==> config.mk <==
export PLATFORM = sky130hd
export DESIGN_NAME = signed_adder
export DESIGN_NICKNAME = d
export VERILOG_FILES = /design/src/rtl/arith_pkg.sv /design/src/rtl/signed_add_core.sv /design/src/rtl/signed_adder.sv
export SDC_FILE = /design/constraint.sdc
export NUM_CORES = 1
export LEC_CHECK = 0
export ABC_AREA = 0
export CAP_MARGIN = 5
export CORE_MARGIN = 2
export CORE_UTILIZATION = 40
export CTS_CLUSTER_SIZE = 25
export DETAILED_ROUTE_END_ITERATION = 6
export PLACE_DENSITY = 0.76
export SYNTH_ARGS = -nofsm -noshare
export SYNTH_HDL_FRONTEND = slang
export SYNTH_SLANG_ARGS = --single-unit
==> constraint.sdc <==
create_clock -name clk -period 0.8 [get_ports clk]
set_clock_uncertainty 0.05 [all_clocks]
set_input_delay 0.2 -clock clk [delete_from_list [all_inputs] [get_ports clk]]
set_output_delay 0.2 -clock clk [all_outputs]
set_load 0.1 [all_outputs]
==> src/rtl/arith_pkg.sv <==
// rtl/arith_pkg.sv - shared limits and saturation helpers for signed arithmetic stages
//
// Purpose:
//   Common definitions for the signed arithmetic leaf stages.
//   - WIDTH_MIN / WIDTH_MAX: legal operand width range.
//   - sat_max(w): largest w-bit two's-complement value.
//   - sat_min(w): smallest w-bit two's-complement value.
//   - Both helpers return the value sign-extended to WIDTH_MAX bits.
//     Callers size-cast the result down to their own width.
// Ports: none (package).

package arith_pkg;

  localparam int unsigned WIDTH_MIN = 2;
  localparam int unsigned WIDTH_MAX = 32;

  // 2^(w-1) - 1, built from unsigned arithmetic so that w = 32 does not
  // overflow a signed intermediate.
  function automatic logic signed [WIDTH_MAX-1:0] sat_max(input int unsigned w);
    logic [WIDTH_MAX-1:0] msb_only;
    msb_only = {{(WIDTH_MAX-1){1'b0}}, 1'b1} << (w - 1);
    return signed'(msb_only - {{(WIDTH_MAX-1){1'b0}}, 1'b1});
  endfunction

  // -2^(w-1): the bitwise complement of sat_max(w).
  function automatic logic signed [WIDTH_MAX-1:0] sat_min(input int unsigned w);
    logic [WIDTH_MAX-1:0] msb_only;
    msb_only = {{(WIDTH_MAX-1){1'b0}}, 1'b1} << (w - 1);
    return signed'(~(msb_only - {{(WIDTH_MAX-1){1'b0}}, 1'b1}));
  endfunction

endpackage

==> src/rtl/signed_add_core.sv <==
// rtl/signed_add_core.sv - combinational signed add/subtract with saturation
//
// Purpose:
//   Unregistered two's-complement adder/subtractor.
//   It produces a full-precision WIDTH+1 bit result and a WIDTH-bit
//   saturated copy, and it can be reused on its own elsewhere.
// Ports:
//   a       in   WIDTH    signed operand A
//   b       in   WIDTH    signed operand B
//   sub     in   1        0: a+b, 1: a-b
//   sum     out  WIDTH+1  signed full-precision result (never wraps)
//   sum_sat out  WIDTH    sum clamped to the WIDTH signed range
//   ovf     out  1        sum lies outside the WIDTH signed range

module signed_add_core
  import arith_pkg::*;
#(
  parameter int WIDTH = 4
) (
  input  logic [WIDTH-1:0] a,
  input  logic [WIDTH-1:0] b,
  input  logic             sub,
  output logic [WIDTH:0]   sum,
  output logic [WIDTH-1:0] sum_sat,
  output logic             ovf
);

  localparam logic [WIDTH-1:0] SAT_HI = WIDTH'(sat_max(WIDTH));
  localparam logic [WIDTH-1:0] SAT_LO = WIDTH'(sat_min(WIDTH));

  logic [WIDTH:0] a_ext;
  logic [WIDTH:0] b_ext;

  // One guard bit is enough for both a+b and a-b of WIDTH-bit operands.
  // Modular arithmetic on the extended bits therefore gives the exact result.
  assign a_ext = {a[WIDTH-1], a};
  assign b_ext = {b[WIDTH-1], b};

  always_comb begin
    sum = sub ? (a_ext - b_ext) : (a_ext + b_ext);
    // The true sign is sum[WIDTH]. If it differs from sum[WIDTH-1], the
    // value cannot be represented in WIDTH bits.
    ovf = sum[WIDTH] ^ sum[WIDTH-1];
    if (!ovf) begin
      sum_sat = sum[WIDTH-1:0];
    end else if (sum[WIDTH]) begin
      sum_sat = SAT_LO;
    end else begin
      sum_sat = SAT_HI;
    end
  end

endmodule

==> src/rtl/signed_adder.sv <==
// rtl/signed_adder.sv - registered valid-qualified signed adder/subtractor
//
// Purpose:
//   Single-cycle pipeline stage around signed_add_core.
//   Operands sampled with in_valid appear on the outputs one cycle later.
//   Result registers hold their value while in_valid is low.
//   All outputs come directly from flops.
// Ports:
//   clk       in   1        rising-edge clock
//   rst_n     in   1        asynchronous active-low reset
//   in_valid  in   1        operands valid this cycle
//   a         in   WIDTH    signed operand A
//   b         in   WIDTH    signed operand B
//   sub       in   1        0: a+b, 1: a-b
//   out_valid out  1        result registers hold a new result
//   sum       out  WIDTH+1  signed full-precision result
//   sum_sat   out  WIDTH    saturated result
//   ovf       out  1        sum outside the WIDTH signed range

module signed_adder
  import arith_pkg::*;
#(
  parameter int WIDTH = 4
) (
  input  logic             clk,
  input  logic             rst_n,
  input  logic             in_valid,
  input  logic [WIDTH-1:0] a,
  input  logic [WIDTH-1:0] b,
  input  logic             sub,
  output logic             out_valid,
  output logic [WIDTH:0]   sum,
  output logic [WIDTH-1:0] sum_sat,
  output logic             ovf
);

  logic [WIDTH:0]   core_sum;
  logic [WIDTH-1:0] core_sum_sat;
  logic             core_ovf;

  signed_add_core #(
    .WIDTH (WIDTH)
  ) u_core (
    .a       (a),
    .b       (b),
    .sub     (sub),
    .sum     (core_sum),
    .sum_sat (core_sum_sat),
    .ovf     (core_ovf)
  );

  // out_valid follows in_valid every cycle.
  // The result registers load only on valid operands, so they keep the
  // last result between transactions.
  always_ff @(posedge clk or negedge rst_n) begin
    if (!rst_n) begin
      out_valid <= 1'b0;
      sum       <= '0;
      sum_sat   <= '0;
      ovf       <= 1'b0;
    end else begin
      out_valid <= in_valid;
      if (in_valid) begin
        sum     <= core_sum;
        sum_sat <= core_sum_sat;
        ovf     <= core_ovf;
      end
    end
  end

endmodule

==> impl_results.md <==
- Status: finished with violations
- Failing checks: setup timing
- Clock buffer depth: 2
- Main area contributors after synthesis: dfrtp_1 (37%), ha_1 (8.5%), a21o_1 (5.1%)
- Crit. Startpoint: b[0]
- CP Capture Type: flop
- Post-synthesis sequential area ratio: 37.4%
- GR Overflow Total: 0
- VDD IR-drop max: 0.00240 V
- # IOs: 23
- Synth top area share: a little under two fifths
- Net count, final: 142
- H-tree Lvls: 1
- Main combinational cell family by area after synthesis: compound AO/OA/AOI/OAI gates
- Final ANT Viol Nets: 0
- Vias: 835
- Power Total: 4.01 mW
- Initial core utilization: 42.6%
- Post-Synthesis Cells: 73
- Sink Count: 11
- Synthesis-to-finish area growth: 114%
- Core Area: 1730 µm²
- WS Path Type: input pin to flop
- Chip height: ~47 µm
- Slowest cell on crit path: fa_2
- Cell taking the most area after synthesis: dfrtp_1
- Vias in the first global route: 795
- Yosys reg bits: 11
- Power per cell area: between 2000 and 3000 nW/µm²
- Diodes inserted: 0
- WL final: 3.03 mm
- Power share of the combinational group: 66.5%
- Slew headroom: between 70 and 80%
- Switching part of the total: 49.1%
- Iteration-0 DRC Markers: 17
- Top-count cell post-synth: dfrtp_1
- Post-Syn Area per Cell: slightly above 10 µm²
- Via-to-Cell Ratio: 5.64
- Power share of the clock group: 10.5%
- Reg2reg path depth: 2
- Fmax: 501 MHz
- Warnings from Yosys: 0
- Xor/xnor cell area share of the yosys netlist: 3.57%
- Buf+Inv Stages, Crit Path: 2
- Fin crit share: 250%
- Cell variety after synth: 31
- R2r setup slk: -160 ps
- Max-slew violation count: 0
- Area fraction in compound gates after synthesis: 28.4%
- Crit path DAT: 2150 ps
- First-pass GRT wire length: 3.69 mm
- Pre-CTS setup slack: -2040 ps
- Detail Placement HPWL: ~1.9 mm
- Port buffer count: 22
- Num CTS Buffers: 3
- Hold_buf cts: 0
- GRT Util Overall: between 20 and 25%
- Initial antenna violation count: 0
- Post-synth top flop: dfrtp_1
- Count of final setup violators: 21
- Num rows: 15
- Critical R2R Launch: sum_sat[1]$_DFFE_PN0P_
- Die width: about 47 µm
- First-pass DRT Iterations: 4
- CP Cell Sequence: buf_12 -> inv_12 -> ha_4 -> mux2i_4 -> fa_2 -> a21o_1 -> a221o_1 -> a211o_4 -> o21a_4 -> o221ai_2
- CP required: 960 ps
- Leakage: 0.678 nW
- CTS root buf: clkbuf_4
- R2r endpoint: sum_sat[1]$_DFFE_PN0P_
- CTS tree: done
- Period minus WS final: 2000 ps
- Crit start category: input pin
- Worst skew pair latency: 290 ps
- WL/cell: between 20 and 25 µm
- Final hold viol count: 0
- Most common library cells after synthesis: dfrtp_1 (11), nor2_1 (8), inv_1 (6)
- Post-Syn Area: around 740 µm²
- Async SR Flop Fraction: 100%
- Layout cells sized above 1: 69.9%
- Hold WC Path Type: input pin to asynchronous set/reset pin
- Pin count of the biggest net entering global routing: 12
- Synth Area in Simple Gates: 13.8%
- CP max FO: 5
- Worst-path clk slew: 90 ps
- Final setup margin: -1200 ps
- Slowest stage delay, CP: between 300 and 400 ps
- CP delay by family, top: compound AO/OA/AOI/OAI gates
- Multiplexer area fraction after synthesis: 1.36%
- DRC Markers: 0
- Max-Cap Viols: 0
- Sequential power share: 22.9%
- Sw power: 1.97 mW
- RSZ-0062 raised after global routing: true
- Die Area: roughly 2200 µm²
- Post-synthesis net count: just over 90
- Synth Area in Adders: 11.2%
- Internal cell power: 2.04 mW
- Gpl congestion: around 0.8
- Post-synth EDFFs: 0
- Slew at the pin with the worst max-slew slack: between 300 and 400 ps
[how the worst max path moves through the flow]
stage | end | slack, ps | depth (start not counted)
detailed placement | ovf$_DFFE_PN0P_ | -2040 | 10
floorplan | ovf$_DFFE_PN0P_ | -1230 | 9
global placement | ovf$_DFFE_PN0P_ | -1930 | 10
finish | ovf$_DFFE_PN0P_ | -1200 | 10
global route | ovf$_DFFE_PN0P_ | -1230 | 10
CTS | ovf$_DFFE_PN0P_ | -1220 | 10
[sequential cells by signal, summed over array words and instances, names as in the netlist]
| register | flops |
|---|---|
| sum | 5 |
| sum_sat | 4 |
| out_valid | 1 |
| ovf | 1 |
[through the flow]
| step | hold slack [ps] | setup TNS, ps | utilization [%] | cell area (µm²) | std cells |
|---|---|---|---|---|---|
| after global routing | 164 | -14290 | 91.2 | 1580 | 148 |
| after detailed placement | 485 | -18680 | 79.5 | 1370 | 140 |
| after floorplan | -146 | -10190 | - | 846 | 73 |
| after global placement | 483 | -18040 | 79.5 | 1370 | 140 |
| after CTS | 187 | -13610 | 85.4 | 1480 | 148 |
| final | 172 | -13730 | 91.2 | 1580 | 148 |
[power groups by stage]
| stage | logic, mW | clock network (mW) | registers, mW |
|---|---|---|---|
| 6_report | 2.66 | 0.422 | 0.919 |
| 5_1_grt | 2.74 | 0.465 | 0.931 |
| 3_5_place_dp | 2.38 | 0 | 0.922 |
| 4_1_cts | 2.46 | 0.405 | 0.909 |
| 3_3_place_gp | 2.32 | 0 | 0.912 |
| 2_1_floorplan | 0.493 | 0 | 1.82 |
[area by class of cell]
type | instances | area (µm²)
well taps | 25 | 31.3
inverters | 7 | 47.5
multi-input cells | 54 | 604
repair buffers | 47 | 552
flip-flops and latches | 11 | 313
clock inverters | 1 | 5.00
fillers | 70 | 151
clock buffers | 3 | 22.5
[per-layer routing]
| layer | vias to the layer above | GRT usage (%) | wire length [µm] |
|---|---|---|---|
| li1 | 369 | - | - |
| met1 | 422 | 30.7 | 1160 |
| met2 | 35 | 40.8 | 1630 |
| met3 | 9 | 6.15 | 140 |
| met4 | 0 | 11.1 | 97 |
| met5 | - | 0 | 0 |
[cells by family after synthesis]
kind of cell / Yosys count
DFF: 11
and+or+nand+nor: 20
xor gates and xnor gates: 3
adders and majority gates: 6
buffers and inverters: 8
muxes: 1
AOI/OAI and AO/OA: 24
[layout by cell type (no fill, tap or decap), drive strengths merged]
| cell type | synthesis | final |
|---|---|---|
| o32ai | 1 | 1 |
| dfrtp | 11 | 11 |
| o21ai | 1 | 1 |
| xnor2 | 3 | 3 |
| a211oi | 1 | 1 |
| o221ai | 4 | 4 |
| mux2i | 1 | 1 |
| nand2b | 1 | 1 |
| nand3b | 1 | 1 |
| o21a | 2 | 2 |
| a221o | 1 | 1 |
| fa | 1 | 1 |
| and3b | 1 | 1 |
| clkinv | 1 | 2 |
| o211ai | 1 | 1 |
| a21o | 5 | 5 |
| nand2 | 3 | 3 |
| a21oi | 3 | 3 |
| clkdlybuf4s50 | 0 | 4 |
| a22oi | 3 | 3 |
| clkdlybuf4s15 | 0 | 1 |
| and2 | 4 | 4 |
| dlygate4sd2 | 0 | 2 |
| buf | 1 | 40 |
| inv | 6 | 6 |
| ha | 5 | 5 |
| nor3 | 2 | 2 |
| clkbuf | 0 | 3 |
| a211o | 1 | 1 |
| a21boi | 1 | 1 |
| nor2 | 8 | 8 |
[worst reg2reg max path: stages (launching register included)]
cell	delay [ps]
dfrtp_4	500
a22oi_1	210
nand2_1	90
[timing repair]
action	CTS	global route
endpoints found under the setup margin	21	21
endpoints found under the hold margin	0	0
resized for setup	36	17
setup buffers	4	1
pin swaps	13	17
Power figures use the tool's default switching activity.
